==> src/rtl/mul_pkg.sv <==
// Shared encodings for the shift-add multiplier sequencer and the core's ALU decoder.
package mul_pkg;

  typedef enum logic [1:0] {
    IDLE = 2'd0,
    RUN  = 2'd1,
    DONE = 2'd2
  } state_t;

  localparam logic [3:0] ALU_AND = 4'b0000;
  localparam logic [3:0] ALU_OR  = 4'b0001;
  localparam logic [3:0] ALU_ADD = 4'b0010;
  localparam logic [3:0] ALU_SUB = 4'b0011;
  localparam logic [3:0] ALU_NOP = 4'b1111;

endpackage

==> src/rtl/alu_mul_sequencer.sv <==
// Iterative shift-add MUL (low XLEN bits) that borrows the core ALU's ADD for
// every partial-product accumulation.
//
// state | meaning
// IDLE  | ready for a request; ALU released (NOP, operands 0)
// RUN   | one accumulate per cycle through the shared ALU
// DONE  | product presented, held until resp_ready
module alu_mul_sequencer
  import mul_pkg::*;
#(
  parameter int XLEN       = 64,
  parameter int CNT_W      = 7,
  parameter bit EARLY_EXIT = 1'b1
) (
  input  logic            clk,
  input  logic            reset,
  input  logic            req_valid,
  output logic            req_ready,
  input  logic [XLEN-1:0] req_multiplicand,
  input  logic [XLEN-1:0] req_multiplier,
  output logic            resp_valid,
  input  logic            resp_ready,
  output logic [XLEN-1:0] resp_product,
  output logic            alu_busy,
  output logic [XLEN-1:0] alu_source_1,
  output logic [XLEN-1:0] alu_source_2,
  output logic [3:0]      alu_code,
  input  logic [XLEN-1:0] alu_result
);

  state_t            state;
  logic [XLEN-1:0]   acc;
  logic [XLEN-1:0]   mcand;
  logic [XLEN-1:0]   mplier;
  logic [CNT_W-1:0]  cnt;

  logic [XLEN-1:0]   mcand_sh;
  logic [XLEN-1:0]   mplier_sh;
  logic              last_iter;
  logic              zero_op;

  assign mcand_sh  = mcand << 1;
  assign mplier_sh = mplier >> 1;
  assign last_iter = (cnt == CNT_W'(XLEN - 1)) || (EARLY_EXIT && (mplier_sh == '0));
  assign zero_op   = (req_multiplicand == '0) || (req_multiplier == '0);

  // ALU operand outputs are registered one step ahead so that during RUN they
  // always equal the current acc and the gated current multiplicand.
  always_ff @(posedge clk) begin
    if (reset) begin
      state        <= IDLE;
      acc          <= '0;
      mcand        <= '0;
      mplier       <= '0;
      cnt          <= '0;
      req_ready    <= 1'b1;
      resp_valid   <= 1'b0;
      resp_product <= '0;
      alu_busy     <= 1'b0;
      alu_source_1 <= '0;
      alu_source_2 <= '0;
      alu_code     <= ALU_NOP;
    end else begin
      case (state)
        IDLE: begin
          if (req_valid) begin
            mcand     <= req_multiplicand;
            mplier    <= req_multiplier;
            acc       <= '0;
            cnt       <= '0;
            req_ready <= 1'b0;
            if (zero_op) begin
              state        <= DONE;
              resp_valid   <= 1'b1;
              resp_product <= '0;
            end else begin
              state        <= RUN;
              alu_busy     <= 1'b1;
              alu_code     <= ALU_ADD;
              alu_source_1 <= '0;
              alu_source_2 <= req_multiplier[0] ? req_multiplicand : '0;
            end
          end
        end
        RUN: begin
          acc    <= alu_result;
          mcand  <= mcand_sh;
          mplier <= mplier_sh;
          cnt    <= cnt + 1'b1;
          if (last_iter) begin
            state        <= DONE;
            resp_valid   <= 1'b1;
            resp_product <= alu_result;
            alu_busy     <= 1'b0;
            alu_code     <= ALU_NOP;
            alu_source_1 <= '0;
            alu_source_2 <= '0;
          end else begin
            alu_source_1 <= alu_result;
            alu_source_2 <= mplier_sh[0] ? mcand_sh : '0;
          end
        end
        DONE: begin
          if (resp_ready) begin
            state      <= IDLE;
            resp_valid <= 1'b0;
            req_ready  <= 1'b1;
          end
        end
        default: begin
          state      <= IDLE;
          req_ready  <= 1'b1;
          resp_valid <= 1'b0;
          alu_busy   <= 1'b0;
          alu_code   <= ALU_NOP;
        end
      endcase
    end
  end

endmodule

==> config.mk <==
export PLATFORM = sky130hd
export DESIGN_NAME = alu_mul_sequencer
export DESIGN_NICKNAME = d
export VERILOG_FILES = /design/src/rtl/mul_pkg.sv /design/src/rtl/alu_mul_sequencer.sv
export SDC_FILE = /design/constraint.sdc
export NUM_CORES = 1
export LEC_CHECK = 0
export CAP_MARGIN = 20
export CORE_UTILIZATION = 51
export DETAILED_ROUTE_END_ITERATION = 6
export PLACE_DENSITY = 0.95
export SYNTH_ARGS = -nofsm -noshare
export SYNTH_HDL_FRONTEND = slang
export SYNTH_SLANG_ARGS = --single-unit
export TNS_END_PERCENT = 50
==> constraint.sdc <==
create_clock -name clk -period 4.6 [get_ports clk]
set_input_delay 0.92 -clock clk [delete_from_list [all_inputs] [get_ports clk]]
set_output_delay 0.92 -clock clk [all_outputs]
set_load 0.1 [all_outputs]
# Yosys cells after proc, flatten, opt, wreduce, memory -nomap -nowiden
# Cells that the tools add are included.
[totals]
regBits = 335
latchBits = 0
ramBits = 0
rom_bits = 0
out_inout_bits = 199
mem_count = 0
[op_classes]
n_addsub = 1
n_mul = 0
div_mod_pow = 0
order_cmp = 0
eq_ne = 8
n_shift = 0
mux = 41
n_bitwise = 2
n_reduce_logical = 14
[op_table]
columns = ["op", "n"]
rows = [
  ["2-to-1 mux 64 bit", 12],
  ["one-hot mux 64 bit (2 select lines)", 4],
  ["logical NOT 64 bit", 3],
  ["one-hot mux 63 bit (2 select lines)", 1],
  ["2-to-1 mux 63 bit", 1],
  ["one-hot mux 7 bit (2 select lines)", 1],
  ["2-to-1 mux 4 bit", 3],
  ["one-hot mux 4 bit (3 select lines)", 1],
  ["AND reduction 4 bit", 3],
  ["!= test 2 bit (second input constant)", 5],
  ["2-to-1 mux 1 bit", 9],
  ["one-hot mux 1 bit (3 select lines)", 3],
  ["AND reduction 3 bit", 3],
  ["2-to-1 mux 2 bit", 4],
  ["adder 7 x 1 -> 7 bit (second input constant)", 1],
  ["== test 7 x 6 -> 1 bit (second input constant)", 1],
  ["2-to-1 mux 7 bit", 1],
  ["one-hot mux 2 bit (3 select lines)", 1],
  ["== test 2 x 1 -> 1 bit (second input constant)", 1],
  ["== test 2 bit (second input constant)", 1],
  ["logical NOT 2 bit", 1],
  ["logical OR 1 bit", 2],
  ["NOT 1 bit", 2],
  ["AND reduction 2 bit", 1],
  ["nonzero test 2 bit", 1],
]

# Logic depth before layout (Yosys ltp)
[logic_depth]
depth_word = 5
depth_mapped = 9
ltp_nobuf = 7

# Worst setup path after synthesis
# No wires, ideal clock.
[synth_path]
path_kind = "input port to flip-flop"
from = "input port req_multiplier[62]"
to = "register alu_source_1[10]"
setup_time_ns = 0.062
t_arrival_ns = 2.659
required_ns = 4.538
path_slack_ns = 1.878
cell_stages = 8
path_buffers = 2
cell_sequence = "nor4_1 nand4_1 or4_4 a31o_1 buf_4 nor2_8 buf_6 a22o_1"
[synth_via]
elab_chain_cells = 4
[synth_lines]
columns = ["element", "line_no", "text"]
rows = [
  ["start: declaration", "alu_mul_sequencer.sv:20", "input logic [XLEN-1:0] req_multiplier,"],
  ["logical NOT 64 bit", "alu_mul_sequencer.sv:45", "assign zero_op = (req_multiplicand == '0) || (req_multiplier == '0);"],
  ["logical OR 1 bit", "alu_mul_sequencer.sv:45", ""],
  ["!= test 2 bit (no line)", "-", ""],
  ["AND reduction 3 bit (no line)", "-", ""],
  ["end signal: assignment", "alu_mul_sequencer.sv:99", "alu_source_1 <= alu_result;"],
  ["end: declaration", "alu_mul_sequencer.sv:25", "output logic [XLEN-1:0] alu_source_1,"],
]
# Every way passes these cells.
# A chain may end at the register's enable or synchronous reset.

# Final worst setup path
[layout_path]
from = "input port req_multiplicand[60]"
to = "register resp_product[8]"
[layout_via]
elab_chain_cells = 4
[layout_lines]
columns = ["element", "line_no", "text"]
rows = [
  ["start: declaration", "alu_mul_sequencer.sv:19", "input logic [XLEN-1:0] req_multiplicand,"],
  ["logical NOT 64 bit", "alu_mul_sequencer.sv:45", ""],
  ["logical OR 1 bit", "alu_mul_sequencer.sv:45", ""],
  ["!= test 2 bit (no line)", "-", ""],
  ["AND reduction 4 bit (no line)", "-", ""],
  ["end signal: assignment", "alu_mul_sequencer.sv:93", "resp_product <= alu_result;"],
  ["end: declaration", "alu_mul_sequencer.sv:23", "output logic [XLEN-1:0] resp_product,"],
]
# Every way passes these cells.

==> out/qor.tcl <==
set qor(outcome) {complete, no violations}
set qor(dieArea_mm2) 0.0263
set qor(drt.antenna.violating_nets) 0
set qor(clock_path_buffers) 3
set qor(post_synth_xor_area_fraction_pct) 0
set qor(wirelength_mm) 45.4
set qor(cp-end-kind) {flip-flop}
set qor(clk-insertion-delay-late_ns) 0.51
set qor(fp.dieH_um) 162
set qor(critPathKind) {in -> reg}
set qor(min_path_type) {reg -> reg}
set qor(global_route.overflow_total) 0
set qor(start_kind) {primary input}
set qor(post-route-drc-count) 0
set qor(cp.arrival_ns) 4.20
set qor(final_net_count) 1879
set qor(ys_warn_count) 0
set qor(drt_iter0_markers) 1877
set qor(port_buffers) 393
set qor(worstPathMaxFanout) 34
set qor(timing_worst_slew_pin_value_ns) 1.13
set qor(largest_family_of_logic_cells_by_synthesized_area) {compound AO/OA/AOI/OAI gates}
set qor(io_pins) 395
set qor(global_route_wire_length_before_repair_mm) 69.6
set qor(finalWorstSetupSlack_ns) 0.784
set qor(timing.final.crit_period_ns) 3.82
set qor(max_slew_violation_count) 0
set qor(placement_rows) 58
set qor(cts_tree) {done}
set qor(grt_pass1_vias) 12400
set qor(hold_slack_ns) 0.475
set qor(post_cts_hold_buffer_count) 0
set qor(vdd_ir_drop_max_mv) 0.290
set qor(globalplace.congestion) 0.943
set qor(period_share_pct) 83.0
set qor(synth.yosys.seq_area_share_pct) 50.7
set qor(post_synth_and_or_nand_nor_area_fraction_pct) 16.1
set qor(clkSinkCount) 331
set qor(setup-violations-final) 0
set qor(via_per_inst) 6.51
set qor(count_of_flip_flops_with_a_built_in_enable_after_synthesis) 0
set qor(synth-main-ff-cell) {sky130_fd_sc_hd__dfxtp_1}
set qor(synth-adder-area-share_pct) 0.0958
set qor(cts_max_level) 2
set qor(area_growth_syn_to_layout_pct) 39.9
set qor(cts_setup_buffers) 0
set qor(hpwl_mm) 29.9
set qor(syn_avg_cell_area_um2) 9.52
set qor(post_synthesis_register_bit_count) 331
set qor(slew_headroom_pct) 24.5
set qor(pre_cts_ws_ns) 0.360
set qor(post_synth_num_cell_types) 39
set qor(setup-tns-final_ns) 0
set qor(core_area_mm2) 0.0252
set qor(max_cap_violations) 0
set qor(antenna_found_initial) 3
set qor(static-leakage-power_uw) 0.00695
set qor(netlist_area_before_placement_mm2) 0.0131
set qor(overall_die_width_um) 162
set qor(skew_ns) 0.0216
set qor(cts_buffers) 36
set qor(grt_max_degree) 71
set qor(layout-drive-gt1-share_pct) 9.48
set qor(post_cts_resized) 0
set qor(drt_pass1_iterations) 7
set qor(mappedNetlistNets) 1569
set qor(globalRouteTotalUtil_pct) 33.5
set qor(synth_mux_area_share_pct) 0
set qor(max_frequency_ghz) 0.262
set qor(effective_utilization_at_floorplan_pct) 51.9
set qor(cp.required_ns) 4.98
set qor(synth-compound-area-share_pct) 28.2
set qor(rsz0062_at_grt) {no}
set qor(path_clk_slew_ns) 0.06
set qor(wl_per_cell_um) 22.2
set qor(layout.filler_cells) 1651
set qor(cts-root-buf) {sky130_fd_sc_hd__clkbuf_16}
set qor(final-hold-violation-count) 0
set qor(num_vias) 13300
set qor(post_synth_inst_count) 1372
set qor(synth-async-reset-ratio_pct) 0
set qor(power_density_mw_per_mm2) 453
[power breakdown]
part,internal [uW],leakage [uW],total (uW),switching (uW)
Sequential,3110,0.00272,3320,202
Clock,1700,0.000586,2880,1180
Combinational,688,0.00365,2080,1390
Total,5500,0.00695,8280,2770
[through the flow]
| step | total power, uW | cells | utilization, % | area (um^2) |
|---|---|---|---|---|
| 4_1_cts | 8270 | 2038 | 72.6 | 18300 |
| 3_3_place_gp | 5350 | 1973 | 67.7 | 17100 |
| 6_report | 8280 | 2041 | 72.6 | 18300 |
| 2_1_floorplan | 4770 | 1372 | - | 13100 |
| 5_1_grt | 8560 | 2041 | 72.6 | 18300 |
| 3_5_place_dp | 5410 | 1974 | 67.8 | 17100 |
[metal layers]
layer / track usage (%) / routed length, um
met1: 41.2 / 17000
met2: 54.2 / 21300
met3: 7.30 / 4300
met4: 19.2 / 2770
met5: 0 / 0
[final cells by class]
class,count,area [um^2],share of cell area [%]
sequential,331,6630,36.3
antenna,3,7.51,0.0411
inverter,5,18.8,0.103
clock buffer,52,1080,5.92
timing repair buffer,414,4170,22.8
clock inverter,12,109,0.596
tap,330,413,2.26
multi-input combinational,894,5850,32.0
[path summary, 6_finish.rpt]
check | slack [ns] | endpoint | cells past startpoint | start
worst max-delay path | 0.78 | resp_product[8] | 8 | req_multiplicand[60]
worst min-delay path | 0.48 | resp_product[16] | 1 | resp_product[16]
worst max register to register | 1.06 | alu_source_2[39] | 9 | state[0]
worst min register to register | 0.48 | resp_product[16] | 1 | resp_product[16]
[sequential cells by signal, summed over array words and instances (netlist names)]
register      cells
alu_source_2     64
alu_code          1
alu_busy          1
resp_product     64
resp_valid        1
req_ready         1
mcand            63
state             2
cnt               7
mplier           63
alu_source_1     64
[layout by cell type, fill, tap and decap left out, types with 5 or more instances in the layout]
| cell | instances |
|---|---|
| sky130_fd_sc_hd__o21ai_0 | 9 |
| sky130_fd_sc_hd__a22o_1 | 127 |
| sky130_fd_sc_hd__nor4_1 | 49 |
| sky130_fd_sc_hd__nor2_1 | 207 |
| sky130_fd_sc_hd__clkbuf_8 | 10 |
| sky130_fd_sc_hd__nand4_1 | 12 |
| sky130_fd_sc_hd__a2bb2oi_1 | 62 |
| sky130_fd_sc_hd__buf_4 | 15 |
| sky130_fd_sc_hd__clkdlybuf4s50_1 | 391 |
| sky130_fd_sc_hd__dfxtp_1 | 329 |
| sky130_fd_sc_hd__a221oi_1 | 63 |
| sky130_fd_sc_hd__a22oi_1 | 6 |
| sky130_fd_sc_hd__clkbuf_16 | 37 |
| sky130_fd_sc_hd__o221a_2 | 62 |
| sky130_fd_sc_hd__nand2_1 | 129 |
| sky130_fd_sc_hd__nor3_1 | 68 |
| sky130_fd_sc_hd__clkbuf_1 | 5 |
| sky130_fd_sc_hd__buf_12 | 7 |
| sky130_fd_sc_hd__a311oi_1 | 63 |
[synth_stat cells (2+ instances only)]
| cell type | number | area, um^2 |
|---|---|---|
| sky130_fd_sc_hd__buf_4 | 4 | 30.0 |
| sky130_fd_sc_hd__nand4_1 | 12 | 75.1 |
| sky130_fd_sc_hd__buf_6 | 6 | 67.6 |
| sky130_fd_sc_hd__o221a_2 | 62 | 698 |
| sky130_fd_sc_hd__dfxtp_1 | 331 | 6630 |
| sky130_fd_sc_hd__buf_1 | 12 | 45.0 |
| sky130_fd_sc_hd__nor2_1 | 210 | 788 |
| sky130_fd_sc_hd__a211oi_1 | 2 | 15.0 |
| sky130_fd_sc_hd__inv_1 | 5 | 18.8 |
| sky130_fd_sc_hd__nand2_1 | 130 | 488 |
| sky130_fd_sc_hd__o21ai_0 | 9 | 45.0 |
| sky130_fd_sc_hd__a22o_1 | 127 | 1110 |
| sky130_fd_sc_hd__a2bb2oi_1 | 62 | 543 |
| sky130_fd_sc_hd__a21oi_1 | 5 | 25.0 |
| sky130_fd_sc_hd__buf_2 | 19 | 95.1 |
| sky130_fd_sc_hd__nor3_1 | 69 | 345 |
| sky130_fd_sc_hd__a22oi_1 | 6 | 45.0 |
| sky130_fd_sc_hd__nand3_1 | 3 | 15.0 |
| sky130_fd_sc_hd__clkbuf_1 | 101 | 379 |
| sky130_fd_sc_hd__or4_4 | 2 | 22.5 |
| sky130_fd_sc_hd__nor4_1 | 49 | 307 |
| sky130_fd_sc_hd__o21a_1 | 2 | 15.0 |
| sky130_fd_sc_hd__a31oi_1 | 2 | 12.5 |
| sky130_fd_sc_hd__a221oi_1 | 63 | 552 |
| sky130_fd_sc_hd__and3_1 | 3 | 18.8 |
| sky130_fd_sc_hd__a311oi_1 | 63 | 552 |
[critical path, stage by stage]
cell and delay [ns]:
sky130_fd_sc_hd__clkdlybuf4s50_1 0.45, sky130_fd_sc_hd__nor4_1 0.62, sky130_fd_sc_hd__nand4_1 0.23, sky130_fd_sc_hd__nor4_1 0.71
sky130_fd_sc_hd__o21ai_0 0.24, sky130_fd_sc_hd__and3_2 0.47, sky130_fd_sc_hd__buf_12 0.28, sky130_fd_sc_hd__a22o_1 0.25
[kinds of logic after synthesis]
logic type / after synthesis
and+or+nand+nor: 482
AOI/OAI and AO/OA: 410
DFF: 331
buffers and inverters: 147
adders and majority gates: 1
other: 1
Note: power is estimated with default switching activity, not from simulation.
